## config.mk

```make
export PLATFORM = sky130hd
export DESIGN_NAME = fnd_scan_apb
export DESIGN_NICKNAME = d
export VERILOG_FILES = /design/src/rtl/fnd_scan_apb.sv
export SDC_FILE = /design/constraint.sdc
export NUM_CORES = 1
export LEC_CHECK = 0
export BUFFER_PORTS_ARGS = -buffer_cell sky130_fd_sc_hd__buf_2
export CAP_MARGIN = 5
export CORE_MARGIN = 2
export CORE_UTILIZATION = 55
export DETAILED_ROUTE_END_ITERATION = 7
export PLACE_DENSITY = 0.75
export RECOVER_POWER = 25
export SKIP_CTS_REPAIR_TIMING = 1
export SYNTH_ARGS = -nofsm -noshare
export SYNTH_HDL_FRONTEND = slang
export SYNTH_SLANG_ARGS = --single-unit
```

## constraint.sdc

```tcl
create_clock -name PCLK -period 3.8 [get_ports PCLK]
set_input_delay 0.57 -clock PCLK [delete_from_list [all_inputs] [get_ports PCLK]]
set_output_delay 0.57 -clock PCLK [all_outputs]
set_load 0.03 [all_outputs]
```

## src/rtl/fnd_scan_apb.sv

```systemverilog
// APB seven-segment scan controller: hex/decimal display, leading-zero blanking, DP, overflow dash.
// Optional per-digit blinking is compiled in when FND_BLINK_EN is defined.
module fnd_scan_apb #(
    parameter int NUM_DIGITS = 4,
    parameter int BIN_W      = 14,
    parameter int SCAN_DIV   = 100000
) (
    input  logic                  PCLK,
    input  logic                  PRESETn,
    input  logic [4:0]            PADDR,
    input  logic                  PWRITE,
    input  logic                  PENABLE,
    input  logic                  PSEL,
    input  logic [31:0]           PWDATA,
    output logic [31:0]           PRDATA,
    output logic                  PREADY,
    output logic [7:0]            fnd_data,
    output logic [NUM_DIGITS-1:0] fnd_com
);

    localparam int NBCD  = NUM_DIGITS + 1;
    localparam int BCD_W = 4 * NBCD;
    localparam int IDX_W = $clog2(NUM_DIGITS);
    localparam int PRE_W = (SCAN_DIV > 1) ? $clog2(SCAN_DIV) : 1;
    localparam int SH_W  = $clog2(BIN_W + 1);

    localparam logic [PRE_W-1:0] PRE_LAST   = PRE_W'(SCAN_DIV - 1);
    localparam logic [IDX_W-1:0] IDX_LAST   = IDX_W'(NUM_DIGITS - 1);
    localparam logic [SH_W-1:0]  LAST_SHIFT = SH_W'(BIN_W - 1);

    typedef enum logic [1:0] {
        S_IDLE  = 2'd0,
        S_SHIFT = 2'd1,
        S_LOAD  = 2'd2
    } state_t;

    function automatic logic [7:0] glyph(input logic [3:0] n);
        case (n)
            4'h0: glyph = 8'hC0;
            4'h1: glyph = 8'hF9;
            4'h2: glyph = 8'hA4;
            4'h3: glyph = 8'hB0;
            4'h4: glyph = 8'h99;
            4'h5: glyph = 8'h92;
            4'h6: glyph = 8'h82;
            4'h7: glyph = 8'hF8;
            4'h8: glyph = 8'h80;
            4'h9: glyph = 8'h90;
            4'hA: glyph = 8'h88;
            4'hB: glyph = 8'h83;
            4'hC: glyph = 8'hC6;
            4'hD: glyph = 8'hA1;
            4'hE: glyph = 8'h86;
            default: glyph = 8'h8E;
        endcase
    endfunction

    // APB: a transfer is accepted on the edge where PSEL & PENABLE are high and
    // PREADY is still low; that same edge raises PREADY for exactly one cycle.
    logic        pready_q;
    logic [31:0] prdata_q;
    logic        access;
    logic        wr;
    logic        rd;
    logic [2:0]  sel;
    logic        wr_ctrl;
    logic        wr_data;
    logic        wr_dp;
    logic        unused_addr;

    assign access      = PSEL & PENABLE & ~pready_q;
    assign wr          = access & PWRITE;
    assign rd          = access & ~PWRITE;
    assign sel         = PADDR[4:2];
    assign wr_ctrl     = wr & (sel == 3'd0);
    assign wr_data     = wr & (sel == 3'd1);
    assign wr_dp       = wr & (sel == 3'd2);
    assign unused_addr = ^PADDR[1:0];

    logic [2:0]            ctrl_q;
    logic [31:0]           data_q;
    logic [NUM_DIGITS-1:0] dp_q;

    always_ff @(posedge PCLK or negedge PRESETn) begin
        if (!PRESETn) begin
            ctrl_q <= '0;
            data_q <= '0;
            dp_q   <= '0;
        end else begin
            if (wr_ctrl) ctrl_q <= PWDATA[2:0];
            if (wr_data) data_q <= PWDATA;
            if (wr_dp)   dp_q   <= PWDATA[NUM_DIGITS-1:0];
        end
    end

    // Decimal converter: shift-add-3 over BIN_W cycles, then one LOAD cycle.
    state_t                state_q, state_d;
    logic [BIN_W-1:0]      bin_q, bin_d;
    logic [BCD_W-1:0]      bcd_q, bcd_d;
    logic [BCD_W-1:0]      adj;
    logic [SH_W-1:0]       shcnt_q, shcnt_d;
    logic                  sticky_q, sticky_d;
    logic                  load;
    logic                  busy;
    logic                  mode_rise;
    logic                  mode_fall;
    logic                  conv_start;
    logic [BIN_W-1:0]      start_val;

    assign mode_rise  = wr_ctrl & PWDATA[1] & ~ctrl_q[1];
    assign mode_fall  = wr_ctrl & ~PWDATA[1] & ctrl_q[1];
    assign conv_start = (wr_data & ctrl_q[1]) | mode_rise;
    assign start_val  = wr_data ? PWDATA[BIN_W-1:0] : data_q[BIN_W-1:0];
    assign busy       = (state_q != S_IDLE);

    always_comb begin
        state_d  = state_q;
        bin_d    = bin_q;
        bcd_d    = bcd_q;
        shcnt_d  = shcnt_q;
        sticky_d = sticky_q;
        load     = 1'b0;
        adj      = bcd_q;
        for (int i = 0; i < NBCD; i++) begin
            if (adj[4*i +: 4] >= 4'd5) adj[4*i +: 4] = adj[4*i +: 4] + 4'd3;
        end
        case (state_q)
            S_SHIFT: begin
                bcd_d    = {adj[BCD_W-2:0], bin_q[BIN_W-1]};
                bin_d    = bin_q << 1;
                sticky_d = sticky_q | adj[BCD_W-1];
                shcnt_d  = shcnt_q + 1'b1;
                if (shcnt_q == LAST_SHIFT) state_d = S_LOAD;
            end
            S_LOAD: begin
                load    = 1'b1;
                state_d = S_IDLE;
            end
            default: state_d = S_IDLE;
        endcase
        // A new start or a switch back to hex abandons whatever is in flight.
        if (conv_start) begin
            state_d  = S_SHIFT;
            bin_d    = start_val;
            bcd_d    = '0;
            shcnt_d  = '0;
            sticky_d = 1'b0;
            load     = 1'b0;
        end else if (mode_fall) begin
            state_d = S_IDLE;
            load    = 1'b0;
        end
    end

    always_ff @(posedge PCLK or negedge PRESETn) begin
        if (!PRESETn) begin
            state_q  <= S_IDLE;
            bin_q    <= '0;
            bcd_q    <= '0;
            shcnt_q  <= '0;
            sticky_q <= 1'b0;
        end else begin
            state_q  <= state_d;
            bin_q    <= bin_d;
            bcd_q    <= bcd_d;
            shcnt_q  <= shcnt_d;
            sticky_q <= sticky_d;
        end
    end

    logic [4*NUM_DIGITS-1:0] buf_q;
    logic                    ovf_q;

    always_ff @(posedge PCLK or negedge PRESETn) begin
        if (!PRESETn) begin
            buf_q <= '0;
            ovf_q <= 1'b0;
        end else if (load) begin
            buf_q <= bcd_q[4*NUM_DIGITS-1:0];
            ovf_q <= sticky_q | (bcd_q[BCD_W-1 -: 4] != 4'd0);
        end
    end

    // Digit scan
    logic [PRE_W-1:0] pre_q;
    logic [IDX_W-1:0] idx_q;
    logic             en;
    logic             pre_tc;

    assign en     = ctrl_q[0];
    assign pre_tc = en & (pre_q == PRE_LAST);

    always_ff @(posedge PCLK or negedge PRESETn) begin
        if (!PRESETn) begin
            pre_q <= '0;
            idx_q <= '0;
        end else if (!en) begin
            pre_q <= '0;
            idx_q <= '0;
        end else if (pre_tc) begin
            pre_q <= '0;
            idx_q <= (idx_q == IDX_LAST) ? '0 : idx_q + 1'b1;
        end else begin
            pre_q <= pre_q + 1'b1;
        end
    end

    logic        blink_off;
    logic [31:0] blink_rdata;

`ifdef FND_BLINK_EN
    logic [NUM_DIGITS-1:0] blink_mask_q;
    logic [15:0]           blink_half_q;
    logic [15:0]           frame_cnt_q;
    logic                  blink_phase_q;
    logic                  wr_blink;
    logic                  frame_tick;

    assign wr_blink   = wr & (sel == 3'd4);
    assign frame_tick = pre_tc & (idx_q == IDX_LAST);

    always_ff @(posedge PCLK or negedge PRESETn) begin
        if (!PRESETn) begin
            blink_mask_q  <= '0;
            blink_half_q  <= '0;
            frame_cnt_q   <= '0;
            blink_phase_q <= 1'b0;
        end else if (wr_blink) begin
            blink_mask_q  <= PWDATA[NUM_DIGITS-1:0];
            blink_half_q  <= PWDATA[31:16];
            frame_cnt_q   <= '0;
            blink_phase_q <= 1'b0;
        end else if (blink_half_q == 16'd0) begin
            frame_cnt_q   <= '0;
            blink_phase_q <= 1'b0;
        end else if (frame_tick) begin
            if (frame_cnt_q == blink_half_q - 16'd1) begin
                frame_cnt_q   <= '0;
                blink_phase_q <= ~blink_phase_q;
            end else begin
                frame_cnt_q <= frame_cnt_q + 16'd1;
            end
        end
    end

    assign blink_off   = blink_phase_q & blink_mask_q[idx_q];
    assign blink_rdata = {blink_half_q, 16'(blink_mask_q)};
`else
    assign blink_off   = 1'b0;
    assign blink_rdata = 32'd0;
`endif

    // Pattern for the digit currently being scanned
    logic [NUM_DIGITS-1:0][3:0] nib;
    logic [NUM_DIGITS-1:0]      blank;
    logic                       nz_seen;
    logic [7:0]                 pat;

    always_comb begin
        nib     = '0;
        blank   = '0;
        nz_seen = 1'b0;
        for (int i = NUM_DIGITS - 1; i >= 0; i--) begin
            nib[i]   = ctrl_q[1] ? buf_q[4*i +: 4] : data_q[4*i +: 4];
            nz_seen  = nz_seen | (nib[i] != 4'd0);
            blank[i] = ctrl_q[2] & ~nz_seen & (i != 0);
        end
        pat = glyph(nib[idx_q]);
        if (ctrl_q[1] && ovf_q) pat = 8'hBF;
        else if (blank[idx_q])  pat = 8'hFF;
        if (dp_q[idx_q]) pat[7] = 1'b0;
        if (blink_off)   pat = 8'hFF;
    end

    logic [7:0]            fnd_data_q;
    logic [NUM_DIGITS-1:0] fnd_com_q;

    always_ff @(posedge PCLK or negedge PRESETn) begin
        if (!PRESETn) begin
            fnd_data_q <= 8'hFF;
            fnd_com_q  <= '1;
        end else if (!en) begin
            fnd_data_q <= 8'hFF;
            fnd_com_q  <= '1;
        end else begin
            fnd_data_q <= pat;
            fnd_com_q  <= ~(NUM_DIGITS'(1) << idx_q);
        end
    end

    logic [31:0] rdata;

    always_comb begin
        rdata = 32'd0;
        case (sel)
            3'd0: rdata = {29'd0, ctrl_q};
            3'd1: rdata = data_q;
            3'd2: rdata = 32'(dp_q);
            3'd3: rdata = {25'd0, 3'(idx_q), 2'b00, ovf_q, busy};
            3'd4: rdata = blink_rdata;
            default: rdata = 32'd0;
        endcase
    end

    always_ff @(posedge PCLK or negedge PRESETn) begin
        if (!PRESETn) begin
            pready_q <= 1'b0;
            prdata_q <= '0;
        end else begin
            pready_q <= PSEL & PENABLE & ~pready_q;
            if (rd) prdata_q <= rdata;
        end
    end

    assign PREADY   = pready_q;
    assign PRDATA   = prdata_q;
    assign fnd_data = fnd_data_q;
    assign fnd_com  = fnd_com_q;

endmodule
```

==> run metrics, run 1 <==
register area share after synthesis=a little over half; chip height=123 µm; Antenna Violating Nets Remaining=0; initial core utilization=a little under three fifths; worst r2r dst=fnd_data[5]; detail-routed via count per cell=about 5.6; synth-to-layout area growth=14.6%; Clock Tree Buf Depth=2; DRC=0; fmax=~0.36 GHz; drt first pass iters=4; first-pass GRT wire length=about 27,000 µm; HP Class=primary input to flop; EDFF count, synth=0; Mapped Area=between 7000 and 8000 µm²; reg2reg path depth=7; Chip Width=around 120 µm; clk_skew=around 0.0057 ns; Worst-path clk slew=~0.06 ns; Mapped Nets=about 790; Synth Flop Type=dfrtp_1; max-slew violation count=slightly below 100; yosys warns=0; share of cells above drive strength 1=around 24%; GPL Wtd Cong=0.879; PD cells=~630 nW/µm²; Synth async-reset ratio=100%; wirelength, routed=roughly 16,000 µm; vias in the first global route=approximately 5,600; Synth cell types=56; status=complete, but fails checks; Max-Cap Viols=1; unrepaired setup endpoints after global routing=false; FP Rows=between 40 and 50; Worst setup EP type=flop; RR Startpoint=ctrl_q[1]; pin count of the biggest net entering global routing=99; GRT overflow=0; Num CTS Buffers=17; final period utilization=a little over 70%; worst hold margin=0.369 ns; CTS tree=done; Core Area=around 14,000 µm²; number of DRC markers in iteration 0=422; post-route setup TNS=0 ns; Clock Sink Count=161; initial antenna violation count=1; IO Port Bufs=84; CP Class=flop to flop; I/O Pins=a little under 90; Final Critical Period=2.76 ns; Die Area=about 15,000 µm²; Max H-tree Level=4; clk_lat worst skew=0.43 ns; WP data required=4.15 ns; peak supply drop=0.418 mV; synthesized instance count=728; Worst Setup SP=ctrl_q[1]; P_leak=4.12 nW; Worst-Margin Slew=2.34 ns; Final Net Count=868; DP Wirelength=approximately 11,000 µm; final hold vios=0; Root Driver=clkbuf_16; Final setup viols=0; total number of vias=5,603; Critical Path End=fnd_data[5]; violated checks=capacitance limit, slew limit; Worst setup SP type=flop; wire per inst=16.3 µm; Synth Area per Inst=about 11 µm²; synthesized flop and latch total=~160; CP max FO=14; slew margin rel.=-55.8%; CP Data Arrival Time=just over 3 ns; Total Routing Usage GR=roughly a quarter; r2r setup slk=~1.0 ns
cells in the mapped netlist (all sizes together) (3+ instances only):
cell type  count  area [µm²]
nor2b          6        37.5
mux4          10         244
nand2b        10        62.6
nand4          4        25.0
dfrtp        149        3730
mux2          48         541
xor2          15         131
and2           8        50.1
nor3          15        75.1
xnor2         15         131
a21o          15         113
mux2i         11         135
nor2          48         183
buf           18         119
dfstp         12         315
nand2        132         495
or4            3        22.5
clkbuf        21        78.8
o31ai          3        22.5
inv           17        63.8
o21ai         55         287
a21oi         41         216
a221o          3        30.0
o221ai         3        32.5
nand3         13        65.1
ha            24         300
nor4           3        18.8
a22o           3        26.3
how the worst min path moves through the flow:
stage               slack (ns)    endpoint  depth (start not counted)  startpoint
floorplan                 0.27   PRDATA[0]                          0     PRESETn
global placement          0.46  PRDATA[25]                          2  PRDATA[25]
detailed placement        0.46    buf_q[0]                          2    buf_q[0]
CTS                       0.26  data_q[28]                          1     PRESETn
global route              0.36  data_q[28]                          2  PWDATA[28]
finish                    0.37  data_q[21]                          2  PWDATA[21]
layer usage:
| layer | global-route usage, % | up-vias | wire, µm |
|---|---|---|---|
| met2 | 39.6 | 110 | 8200 |
| met5 | 0 | - | 0 |
| li1 | - | 2655 | - |
| met1 | 29.4 | 2809 | 6960 |
| met4 | 9.70 | 0 | 346 |
| met3 | 5.90 | 29 | 720 |
where the power goes:
part | total (mW) | internal (mW) | leakage, nW | switching (mW)
Clock | 1.70 | 1.04 | 0.283 | 0.660
Combinational | 1.50 | 0.637 | 1.80 | 0.862
Sequential | 2.34 | 2.05 | 2.04 | 0.292
final cells by class:
cell class                 count  area [µm²]
tap                          180         225
clock buffer                  21         450
multi-input combinational    511        3430
inverter                      17        63.8
sequential                   161        4040
clock inverter                11         138
antenna                        1        2.50
timing repair buffer          94         508
fill                        1077        4970
cell usage in the layout, fill, tap and decap left out, types with 8 or more instances in the layout:
cell / synthesis / final
dfrtp_1: 149 / 149
nand2_1: 132 / 132
buf_2: 11 / 83
o21ai_0: 54 / 54
nor2_1: 47 / 47
mux2_2: 46 / 46
a21oi_1: 40 / 40
ha_1: 24 / 24
clkbuf_16: 0 / 17
inv_1: 15 / 15
nor3_1: 15 / 15
xor2_1: 15 / 15
xnor2_1: 15 / 15
a21o_1: 15 / 15
nand3_1: 13 / 13
dfstp_2: 12 / 12
nand2b_1: 10 / 10
mux2i_1: 9 / 9
buf_4: 4 / 9
and2_1: 8 / 8
worst max-delay path: stages (launching register included):
cell and delay [ns]:
dfrtp_1 0.66, mux4_1 0.65, o221ai_2 0.38, inv_1 0.12, ha_1 0.22, nor2_1 0.26
a21oi_1 0.08, a221o_1 0.31
per-stage QoR:
stage / cells / setup WS [ns] / util [%] / instance area [µm²] / power (mW)
after floorplan: 728 / 1.51 / - / 7730 / 3.45
after global placement: 963 / 0.997 / 59.8 / 8270 / 3.75
after detailed placement: 963 / 0.954 / 59.8 / 8270 / 3.86
after CTS: 995 / 1.07 / 64.1 / 8860 / 5.57
after global routing: 995 / 0.908 / 64.0 / 8850 / 5.87
final: 996 / 1.04 / 64.1 / 8860 / 5.54
cells by family (layout without fill, tap and decap cells):
kind of cell               after synthesis  after routing  share of synthesized area [%]
DFF                                    161            161                           52.3
AOI/OAI and AO/OA                      135            135                           10.6
muxes                                   69             69                           11.9
and+or+nand+nor                        253            253                           14.5
other                                    0              1                              0
buffers and inverters                   56            143                           3.38
xor gates and xnor gates                30             30                           3.40
adders and majority gates               24             24                           3.89
flip-flops by register name, summed over array words and instances, names as in the netlist:
register,cells
state_q,2
bin_q,14
shcnt_q,4
fnd_data,8
PRDATA,32
bcd_q,20
ctrl_q,3
dp_q,4
data_q,32
buf_q,16
idx_q,2
ovf_q,1
pre_q,17
sticky_q,1
fnd_com,4
PREADY,1
(Power assumes the default switching activity.)
==> run 2: changes to the inputs <==
--- a/config.mk
+++ b/config.mk
@@ -8,7 +8,7 @@
 export BUFFER_PORTS_ARGS = -buffer_cell sky130_fd_sc_hd__buf_2
 export CAP_MARGIN = 5
 export CORE_MARGIN = 2
-export CORE_UTILIZATION = 55
+export CORE_UTILIZATION = 53
 export DETAILED_ROUTE_END_ITERATION = 7
 export PLACE_DENSITY = 0.75
 export RECOVER_POWER = 25
==> constraint.sdc (replaced) <==
create_clock -name PCLK -period 2.3 [get_ports PCLK]
set_input_delay 0.345 -clock PCLK [delete_from_list [all_inputs] [get_ports PCLK]]
set_output_delay 0.345 -clock PCLK [all_outputs]
set_load 0.03 [all_outputs]
==> run 2 against run 1 <==
  * The flow finishes with violations (capacitance limit)
  * Clock skew increased by 0.00084 ns
  * Worst hold slack got worse by 0.22 ns
  * Die area increased by 3.6%
  * First-iteration DRC count decreased by 19%
  * Sequential power increased by 65%
  * Global-route usage decreased by 0.71 points
  * Clock power increased by 51%
  * Critical path type unchanged
==> run metrics, run 2 (synthesis results as in run 1) <==
CP Class=flop to flop; vias in the first global route=5,727; RR Startpoint=ctrl_q[1]; Core Area=around 14,000 µm²; first-pass GRT wire length=28,600 µm; IO Port Bufs=84; max-slew violation count=0; Max H-tree Level=4; Worst-Margin Slew=~1.5 ns; post-route setup TNS=0 ns; clk_skew=approximately 0.0066 ns; dpl cells=987; HP Class=primary input to flop; I/O Pins=87; Final Critical Period=2.22 ns; Worst-path clk slew=roughly 0.060 ns; Total Routing Usage GR=about 23%; commonest non-fill, non-tap cells in the layout=148 x dfrtp_1, 132 x nand2_1, 83 x buf_2, 53 x o21ai_0; Critical Path End=fnd_data[0]; Max-Cap Viols=1; Worst setup EP type=flop; DRC=0; worst r2r dst=fnd_data[0]; detail-routed via count per cell=~5.6; wirelength, routed=roughly 17,000 µm; Die Area=between 15,000 and 20,000 µm²; Clock Tree Buf Depth=2; FP Rows=44; share of cells above drive strength 1=between 20% and 30%; Core Util, Final=about 63%; Power Total=9.06 mW; Antenna Violating Nets Remaining=0; r2r setup slk=0.08 ns; pin count of the biggest net entering global routing=60; Root Driver=clkbuf_16; final hold vios=0; Final WS setup=approximately 0.078 ns; GRT overflow=0; Clock Sink Count=between 150 and 200; CP Data Arrival Time=roughly 2.6 ns; GPL Wtd Cong=between 0.9 and 1; initial antenna violation count=1; Worst Setup SP=ctrl_q[1]; P_leak=4.22 nW; chip height=125 µm; final period utilization=between 90% and 100%; CP max FO=8; most common cell after layout, fill and taps aside=dfrtp_1; CTS tree=done; unrepaired setup endpoints after global routing=false; PD cells=around 1000 nW/µm²; slew margin rel.=less than 1%; drt first pass iters=5; fin cells=roughly 1,000; status=complete, but fails checks; number of DRC markers in iteration 0=340; reg2reg path depth=6; Final Net Count=890; wire per inst=between 15 and 20 µm; DP Wirelength=approximately 12,000 µm; WP data required=2.65 ns; total number of vias=5,674; violated checks=capacitance limit; initial core utilization=53.8%; peak supply drop=between 0.7 and 0.8 mV; post-place setup slack=-0.00779 ns; Num CTS Buffers=17; Worst setup SP type=flop; fmax=between 0.4 and 0.5 GHz; Chip Width=between 100 and 150 µm; Final setup viols=0; clk_lat worst skew=0.43 ns; synth-to-layout area growth=16.6%
run 2: cell types whose count changed in the layout (fill, tap and decap cells not counted), moves of 2 or more:
cell       change
bufinv_16      -3
clkbuf_8       +2
buf_4         +18
buf_12         +2
run 2: power breakdown:
| group | internal, mW | switching (mW) | total, mW |
|---|---|---|---|
| logic | 1.15 | 1.50 | 2.65 |
| clock network | 1.45 | 1.11 | 2.56 |
| registers | 3.39 | 0.470 | 3.86 |
| total | 5.99 | 3.07 | 9.06 |
run 2: how the worst min path moves through the flow:
stage,cells after the start,from,to
3_5_place_dp,1,PRESETn,data_q[27]
5_1_grt,2,PWDATA[18],data_q[18]
6_report,2,PWDATA[31],data_q[31]
3_3_place_gp,1,PRESETn,data_q[27]
2_1_floorplan,0,PRESETn,PRDATA[0]
4_1_cts,1,PRESETn,data_q[27]
run 2: routing by layer:
metal	part of all wire, %	up-vias	global-route usage [%]
li1	-	2693	-
met1	43	2795	29.5
met2	50	147	37.5
met3	4.5	39	5.28
met4	2.7	0	9.58
met5	0	-	0
run 2: area by class of cell:
class / count / area, µm²
diodes: 1 / 2.50
clock buffers: 22 / 474
clock inverters: 10 / 61.3
fillers: 1127 / 5360
inverters: 17 / 63.8
multi-input cells: 511 / 3430
flip-flops and latches: 161 / 4050
well taps: 184 / 230
repair buffers: 116 / 704
run 2: worst max-delay path, cell delays in order (launching register included):
cell      delay, ns
dfrtp_2        0.45
buf_4          0.19
mux4_1         0.60
mux2_2         0.35
or3_1          0.36
o21ai_0        0.09
o21bai_1       0.10
run 2: stage by stage:
stage	cell area, µm²	hold slack [ns]
after floorplan	7730	0.0494
after detailed placement	8450	0.352
after CTS	8990	-0.106
after global placement	8450	0.349
after global routing	9010	0.140
final	9010	0.145
